<file path="src/rtl/bandai2003_pkg.sv">
`default_nettype none
// +--------------------------------------------------------------------------+
// | Package : bandai2003_pkg                                                 |
// | Purpose : Shared constants for the cartridge serial-EEPROM controller:   |
// |           I/O port map, Microwire opcodes, command/status bit positions, |
// |           frame FSM states and the command priority decoder.             |
// | Revision: 1.0 - initial release                                          |
// +--------------------------------------------------------------------------+
package bandai2003_pkg;

  // Console I/O ports decoded by the controller
  localparam logic [7:0] PORT_DATA_LO = 8'hC4;
  localparam logic [7:0] PORT_DATA_HI = 8'hC5;
  localparam logic [7:0] PORT_ADDR_LO = 8'hC6;
  localparam logic [7:0] PORT_ADDR_HI = 8'hC7;
  localparam logic [7:0] PORT_CMD     = 8'hC8;

  // Microwire opcodes (sent after the start bit)
  localparam logic [1:0] OP_READ  = 2'b10;
  localparam logic [1:0] OP_WRITE = 2'b01;
  localparam logic [1:0] OP_SHORT = 2'b00;

  // Command register bits (write to PORT_CMD)
  localparam int CMD_READ_BIT  = 4;
  localparam int CMD_WRITE_BIT = 5;
  localparam int CMD_SHORT_BIT = 6;

  // Status register bits (read from PORT_CMD)
  localparam int ST_DONE_BIT    = 0;
  localparam int ST_READY_BIT   = 1;
  localparam int ST_TIMEOUT_BIT = 2;

  // x16 organisation
  localparam int DATA_BITS = 16;

  typedef enum logic [2:0] {
    ST_IDLE,
    ST_SHIFT_OUT,
    ST_SHIFT_IN,
    ST_CS_GAP,
    ST_POLL
  } state_t;

  typedef enum logic [1:0] {
    CMD_NONE,
    CMD_READ,
    CMD_WRITE,
    CMD_SHORT
  } cmd_t;

  // bits = {short, write, read}; READ beats WRITE beats SHORT
  function automatic cmd_t decode_cmd(input logic [2:0] bits);
    if (bits[0])      return CMD_READ;
    else if (bits[1]) return CMD_WRITE;
    else if (bits[2]) return CMD_SHORT;
    else              return CMD_NONE;
  endfunction

endpackage
`default_nettype wire

</file>
<file path="src/rtl/bandai2003_eeprom_sk.sv">
`default_nettype none
// +--------------------------------------------------------------------------+
// | Module  : bandai2003_eeprom_sk                                           |
// | Purpose : Serial-clock divider. Produces EESK with a half-period of      |
// |           CLK_DIV clk cycles plus single-cycle rise/fall strobes that    |
// |           are high in the cycle whose closing edge moves EESK.           |
// | Ports   : clk, rst (sync, active-high), en (run while frame is busy),    |
// |           sk (serial clock), rise / fall (edge strobes)                  |
// | Revision: 1.0 - initial release                                          |
// +--------------------------------------------------------------------------+
module bandai2003_eeprom_sk #(
  parameter int CLK_DIV = 4
) (
  input  logic clk,
  input  logic rst,
  input  logic en,
  output logic sk,
  output logic rise,
  output logic fall
);

  localparam int            CW   = $clog2(CLK_DIV);
  localparam logic [CW-1:0] LAST = CW'(CLK_DIV - 1);

  logic [CW-1:0] r_cnt;
  logic          r_sk;
  logic          w_tick;

  assign w_tick = en && (r_cnt == LAST);
  assign rise   = w_tick && !r_sk;
  assign fall   = w_tick &&  r_sk;
  assign sk     = r_sk;

  // Idle (en low) holds SK low with the phase counter at zero, so the
  // first rise of a frame always lands CLK_DIV cycles after the start bit.
  always_ff @(posedge clk) begin
    if (rst || !en) begin
      r_cnt <= '0;
      r_sk  <= 1'b0;
    end else if (w_tick) begin
      r_cnt <= '0;
      r_sk  <= ~r_sk;
    end else begin
      r_cnt <= r_cnt + CW'(1);
    end
  end

endmodule
`default_nettype wire

</file>
<file path="src/rtl/bandai2003_eeprom.sv">
`default_nettype none
// +--------------------------------------------------------------------------+
// | Module  : bandai2003_eeprom                                              |
// | Purpose : Cartridge Microwire (93LC46-class, x16) EEPROM controller      |
// |           behind console I/O ports C4h-C8h.                              |
// | Ports   : clk, rst       - clock, sync active-high reset                 |
// |           we/addr/wdata  - one-cycle port write                          |
// |           rdata          - combinational port read (00h if unmapped)     |
// |           busy           - frame in progress                             |
// |           eecs/eesk/eedi - Microwire outputs; eedo - Microwire input     |
// | Revision: 1.0 - initial release                                          |
// +--------------------------------------------------------------------------+
module bandai2003_eeprom
  import bandai2003_pkg::*;
#(
  parameter int CLK_DIV      = 4,
  parameter int ADDR_BITS    = 6,
  parameter int POLL_TIMEOUT = 65536   // SK periods of EEDO=0 before a write poll gives up
) (
  input  logic       clk,
  input  logic       rst,
  input  logic       we,
  input  logic [7:0] addr,
  input  logic [7:0] wdata,
  output logic [7:0] rdata,
  output logic       busy,
  output logic       eecs,
  output logic       eesk,
  output logic       eedi,
  input  logic       eedo
);

  localparam int            FRAME_W = 3 + ADDR_BITS + DATA_BITS;
  localparam int            BW      = $clog2(FRAME_W + 1);
  localparam int            PW      = $clog2(POLL_TIMEOUT);
  localparam logic [PW-1:0] P_LAST  = PW'(POLL_TIMEOUT - 1);

  state_t              r_state;
  cmd_t                r_cmd;
  logic [15:0]         r_data;
  logic [15:0]         r_addr;
  logic                r_done;
  logic                r_timeout;
  logic                r_busy;
  logic                r_eecs;
  logic                r_eedi;
  logic [FRAME_W-1:0]  r_sr;
  logic [BW-1:0]       r_bits;
  logic [PW-1:0]       r_poll_cnt;
  logic                r_poll_ok;
  logic                r_poll_to;

  cmd_t                w_cmd;
  logic [1:0]          w_op;
  logic [FRAME_W-1:0]  w_frame;
  logic [7:0]          w_status;
  logic                w_rise;
  logic                w_fall;

  bandai2003_eeprom_sk #(.CLK_DIV(CLK_DIV)) u_sk (
    .clk  (clk),
    .rst  (rst),
    .en   (r_busy),
    .sk   (eesk),
    .rise (w_rise),
    .fall (w_fall)
  );

  // Frame image for a command written this cycle: start bit, opcode,
  // address, then data (only meaningful for WRITE).
  always_comb begin
    w_cmd = decode_cmd(wdata[CMD_SHORT_BIT:CMD_READ_BIT]);
    case (w_cmd)
      CMD_READ:  w_op = OP_READ;
      CMD_WRITE: w_op = OP_WRITE;
      default:   w_op = OP_SHORT;
    endcase
    w_frame = {1'b1, w_op, r_addr[ADDR_BITS-1:0],
               (w_cmd == CMD_WRITE) ? r_data : 16'h0000};
  end

  always_comb begin
    w_status                 = 8'h00;
    w_status[ST_DONE_BIT]    = r_done;
    w_status[ST_READY_BIT]   = ~r_busy;
    w_status[ST_TIMEOUT_BIT] = r_timeout;
  end

  always_comb begin
    rdata = 8'h00;
    case (addr)
      PORT_DATA_LO: rdata = r_data[7:0];
      PORT_DATA_HI: rdata = r_data[15:8];
      PORT_ADDR_LO: rdata = r_addr[7:0];
      PORT_ADDR_HI: rdata = r_addr[15:8];
      PORT_CMD:     rdata = w_status;
      default:      rdata = 8'h00;
    endcase
  end

  assign busy = r_busy;
  assign eecs = r_eecs;
  assign eedi = r_eedi;

  // Every frame ends on an SK fall strobe, so EESK drops on the same edge
  // that clears BUSY/EECS/EEDI. Port writes are only honoured in IDLE,
  // which also makes a write coinciding with frame completion a no-op.
  always_ff @(posedge clk) begin
    if (rst) begin
      r_state    <= ST_IDLE;
      r_cmd      <= CMD_NONE;
      r_data     <= 16'h0000;
      r_addr     <= 16'h0000;
      r_done     <= 1'b0;
      r_timeout  <= 1'b0;
      r_busy     <= 1'b0;
      r_eecs     <= 1'b0;
      r_eedi     <= 1'b0;
      r_sr       <= '0;
      r_bits     <= '0;
      r_poll_cnt <= '0;
      r_poll_ok  <= 1'b0;
      r_poll_to  <= 1'b0;
    end else begin
      case (r_state)
        ST_IDLE: begin
          if (we) begin
            case (addr)
              PORT_DATA_LO: r_data[7:0]  <= wdata;
              PORT_DATA_HI: r_data[15:8] <= wdata;
              PORT_ADDR_LO: r_addr[7:0]  <= wdata;
              PORT_ADDR_HI: r_addr[15:8] <= wdata;
              PORT_CMD: begin
                if (w_cmd != CMD_NONE) begin
                  r_cmd     <= w_cmd;
                  r_done    <= 1'b0;
                  r_timeout <= 1'b0;
                  r_busy    <= 1'b1;
                  r_eecs    <= 1'b1;
                  r_eedi    <= w_frame[FRAME_W-1];
                  r_sr      <= w_frame << 1;
                  // bits still to present after the start bit
                  r_bits    <= (w_cmd == CMD_WRITE) ? BW'(FRAME_W - 1)
                                                    : BW'(ADDR_BITS + 2);
                  r_state   <= ST_SHIFT_OUT;
                end
              end
              default: ;
            endcase
          end
        end

        ST_SHIFT_OUT: begin
          if (w_fall) begin
            if (r_bits != '0) begin
              r_eedi <= r_sr[FRAME_W-1];
              r_sr   <= r_sr << 1;
              r_bits <= r_bits - BW'(1);
            end else begin
              r_eedi <= 1'b0;
              case (r_cmd)
                CMD_READ: begin
                  r_bits  <= BW'(DATA_BITS - 1);
                  r_state <= ST_SHIFT_IN;
                end
                CMD_WRITE: begin
                  r_eecs  <= 1'b0;
                  r_state <= ST_CS_GAP;
                end
                default: begin
                  r_busy  <= 1'b0;
                  r_eecs  <= 1'b0;
                  r_state <= ST_IDLE;
                end
              endcase
            end
          end
        end

        ST_SHIFT_IN: begin
          if (w_rise)
            r_data <= {r_data[14:0], eedo};
          if (w_fall) begin
            if (r_bits == '0) begin
              r_done  <= 1'b1;
              r_busy  <= 1'b0;
              r_eecs  <= 1'b0;
              r_state <= ST_IDLE;
            end else begin
              r_bits <= r_bits - BW'(1);
            end
          end
        end

        // One full SK period with CS low starts the self-timed write.
        ST_CS_GAP: begin
          if (w_fall) begin
            r_eecs     <= 1'b1;
            r_poll_cnt <= '0;
            r_poll_ok  <= 1'b0;
            r_poll_to  <= 1'b0;
            r_state    <= ST_POLL;
          end
        end

        // Sample ready on each SK rise; leave on the following fall.
        ST_POLL: begin
          if (w_rise) begin
            if (eedo)
              r_poll_ok <= 1'b1;
            else if (r_poll_cnt == P_LAST)
              r_poll_to <= 1'b1;
            else
              r_poll_cnt <= r_poll_cnt + PW'(1);
          end
          if (w_fall && (r_poll_ok || r_poll_to)) begin
            r_timeout <= r_poll_to && !r_poll_ok;
            r_busy    <= 1'b0;
            r_eecs    <= 1'b0;
            r_state   <= ST_IDLE;
          end
        end

        default: begin
          r_busy  <= 1'b0;
          r_eecs  <= 1'b0;
          r_eedi  <= 1'b0;
          r_state <= ST_IDLE;
        end
      endcase
    end
  end

endmodule
`default_nettype wire

</file>
<file path="config.mk">
export PLATFORM = sky130hd
export DESIGN_NAME = bandai2003_eeprom
export DESIGN_NICKNAME = d
export VERILOG_FILES = /design/src/rtl/bandai2003_pkg.sv /design/src/rtl/bandai2003_eeprom_sk.sv /design/src/rtl/bandai2003_eeprom.sv
export SDC_FILE = /design/constraint.sdc
export NUM_CORES = 1
export LEC_CHECK = 0
export CAP_MARGIN = 20
export CORE_MARGIN = 2
export CORE_UTILIZATION = 55
export CTS_CLUSTER_SIZE = 8
export DETAILED_ROUTE_END_ITERATION = 16
export PLACE_DENSITY = 0.75
export SYNTH_ARGS = -nofsm -noshare
export SYNTH_HDL_FRONTEND = slang
export SYNTH_SLANG_ARGS = --single-unit
export TNS_END_PERCENT = 100
</file>
<file path="constraint.sdc">
create_clock -name clk -period 2.9 [get_ports clk]
set_input_delay 0.58 -clock clk [delete_from_list [all_inputs] [get_ports clk]]
set_output_delay 0.58 -clock clk [all_outputs]
set_load 0.005 [all_outputs]
</file>
==> reports/results.ini <==
[floorplanning]
die_w_um=96.30
die-area_um2=9274
initial_core_util=0.5674
die_h_um=96.30
rows=33
fp.coreArea_um2=8258
ios=32

[logic_synthesis]
yosys_register_bits=92
avgSynthCellArea_um2=9.116
async_reset_ff_frac=0
synth_ff_type=dfxtp_1
synth_cell_types=61
syn_nets=539
yosysWarningCount=0
yosys.area.top_type=dfxtp_1
synth_top_area_share=0.3931
synth_area_leaders=dfxtp_1 39%, nor2_1 5.9%, mux2i_1 5.1%
yosysSeqAreaShare=0.3931
syn_area_um2=4686
synth_edf_count=0
syn_inst=514

[worst_hold_path]
worst_hold_path_type=reg -> reg
hold_depth=1

[global_route]
grt_start_max_net_pins=68
overflow=0
grt_pass1_wl_mm=18.67
grt.total_usage=0.2604
antenna_found_initial=0
grt_pass1_vias=3822

[pwr]
p_sw_frac=0.2884
powerDensity_nw_per_um2=471.6
cellLeakagePower_nw=1.851
pwr-share-comb=0.147
p_seq_frac=0.534
switchingPower_uw=739.2
finalPower_mw=2.563
intPower_mw=1.824
p_clk_frac=0.319
ir_drop_uv=353.4

[clock_network]
clk_latency_ps=360
htree_levels=3
hold_buffers=0
cts_sinks=92
cts_root_buf=clkbuf_8
clk_path_buf_depth=2
cts_tree=done
clk_transition_reported_paths_ps=90
cts_buffers=9

[detailed_routing]
routed_wl_mm=11.30
num_vias=4094
wire_per_inst_um=17.18
firstDrtPassIters=4
ant_nets=0
vias_per_cell=6.222
drtIter0Drc=233
drc_errors=0

[final_layout]
post_route_cells_drive_above_1_share=0.1465
final_cell_area_um2=5435
fillCellCount=692
nets=573
n_antenna_cell=0
layout_common_cells=92 x dfxtp_1, 74 x nor2_1, 40 x nand2_1, 29 x a211oi_1, 25 x buf_4
layout.cells.non_filler=658
synthToLayoutAreaGrowth_pct=15.99
fin_util=0.6582
layout_commonest_cell=dfxtp_1

[sta]
setup_viol=0
relSlewSlack=0.5401
hold_violations=0
fin_crit_ps=2838
timing.final.crit_share=0.9786
worstMarginPinSlew_ps=689.9
maxSlewViolCount=0
timing.hold.ws_ps=436.1
clock.fmax_mhz=352.4
rsz0062_at_grt=false
finalSetupTns_ps=0
skew_ps=9.771
setup_slack_ps=62.05

[placement]
post-place-ws_ps=-376.1
dp.cells=636
gp_congestion=0.8044
placedInstanceArea_um2=5191
io_buffers=31
place_hpwl_mm=7.885

[outcome]
status=finished clean

[worst_setup_path]
cp_max_fo=4
crit_arrival_ps=2260
critical_path_class=in -> out
cp.required_ps=2320
critPathLaunchType=primary input
r2r_cells=6
endpoint_kind=primary output

[job]
drv_cap=0

cell type report:
type / count / area, um^2 / share of cell area
repair buffers: 63 / 606.8 / 0.1116
clock buffers: 10 / 137.6 / 0.02532
inverters: 23 / 86.33 / 0.01588
flip-flops and latches: 92 / 1842 / 0.3389
clock inverters: 6 / 47.55 / 0.008748
multi-input cells: 359 / 2584 / 0.4754
well taps: 105 / 131.4 / 0.02417
metal layers:
| layer | GRT usage | vias up | wire [um] |
|---|---|---|---|
| li1 | - | 1958 | - |
| met1 | 0.3700 | 2004 | 5345 |
| met2 | 0.4103 | 112 | 5174 |
| met3 | 0.02976 | 20 | 560 |
| met4 | 0.09155 | 0 | 221 |
| met5 | 0 | - | 0 |
registers in the layout (all words and copies together), names as in the netlist:
name	flops
r_poll_to	1
u_sk.sk	1
eecs	1
r_sr	24
eedi	1
busy	1
r_done	1
r_addr	16
r_poll_cnt	16
u_sk.r_cnt	2
r_poll_ok	1
r_state	3
r_timeout	1
r_cmd	2
r_data	16
r_bits	5
power groups by stage:
| stage | combinational, mW | sequential, mW | clock (mW) |
|---|---|---|---|
| CTS | 0.376 | 1.37 | 0.825 |
| global placement | 0.359 | 1.39 | 0 |
| detailed placement | 0.371 | 1.40 | 0 |
| global route | 0.415 | 1.37 | 0.879 |
| floorplan | 0.258 | 1.38 | 0 |
| finish | 0.377 | 1.37 | 0.818 |
critical path: stages:
cell             delay [ps]
clkdlybuf4s50_1         400
nand4bb_4               230
or3b_4                  420
buf_4                   180
o22ai_2                 190
dlygate4sd2_1           260
cell families (layout without fill, tap and decap cells):
| family | count (synthesis) | in the layout | share of synthesized area |
|---|---|---|---|
| AOI/OAI and AO/OA | 128 | 128 | 0.2227 |
| xor gates and xnor gates | 10 | 10 | 0.01869 |
| adders and majority gates | 5 | 5 | 0.01335 |
| buffers and inverters | 63 | 102 | 0.06088 |
| DFF | 92 | 92 | 0.3931 |
| muxes | 32 | 32 | 0.08972 |
| and+or+nand+nor | 184 | 184 | 0.2016 |
cell usage after synthesis, types with 8 or more instances:
cell type	count
a22oi_1	15
xnor2_1	9
nor3_1	10
buf_2	12
clkbuf_1	19
a211oi_1	29
inv_1	23
nand3_1	10
mux4_2	8
mux2i_1	24
a21oi_1	24
a311oi_1	17
nand2_1	40
nor2_1	74
dfxtp_1	92
o21ai_0	8
worst paths after layout:
check                   end  slack [ps]     startpoint
max                rdata[2]          60        addr[4]
min           u_sk.r_cnt[0]         440  u_sk.r_cnt[0]
max reg2reg  r_poll_cnt[11]         530     r_state[1]
min reg2reg   u_sk.r_cnt[0]         440  u_sk.r_cnt[0]
repair_timing:
action	4_1_cts	5_1_grt
setup endpoints to repair	8	0
buffers inserted	5	0
gates resized for setup	16	0
Power figures use the tool's default switching activity.
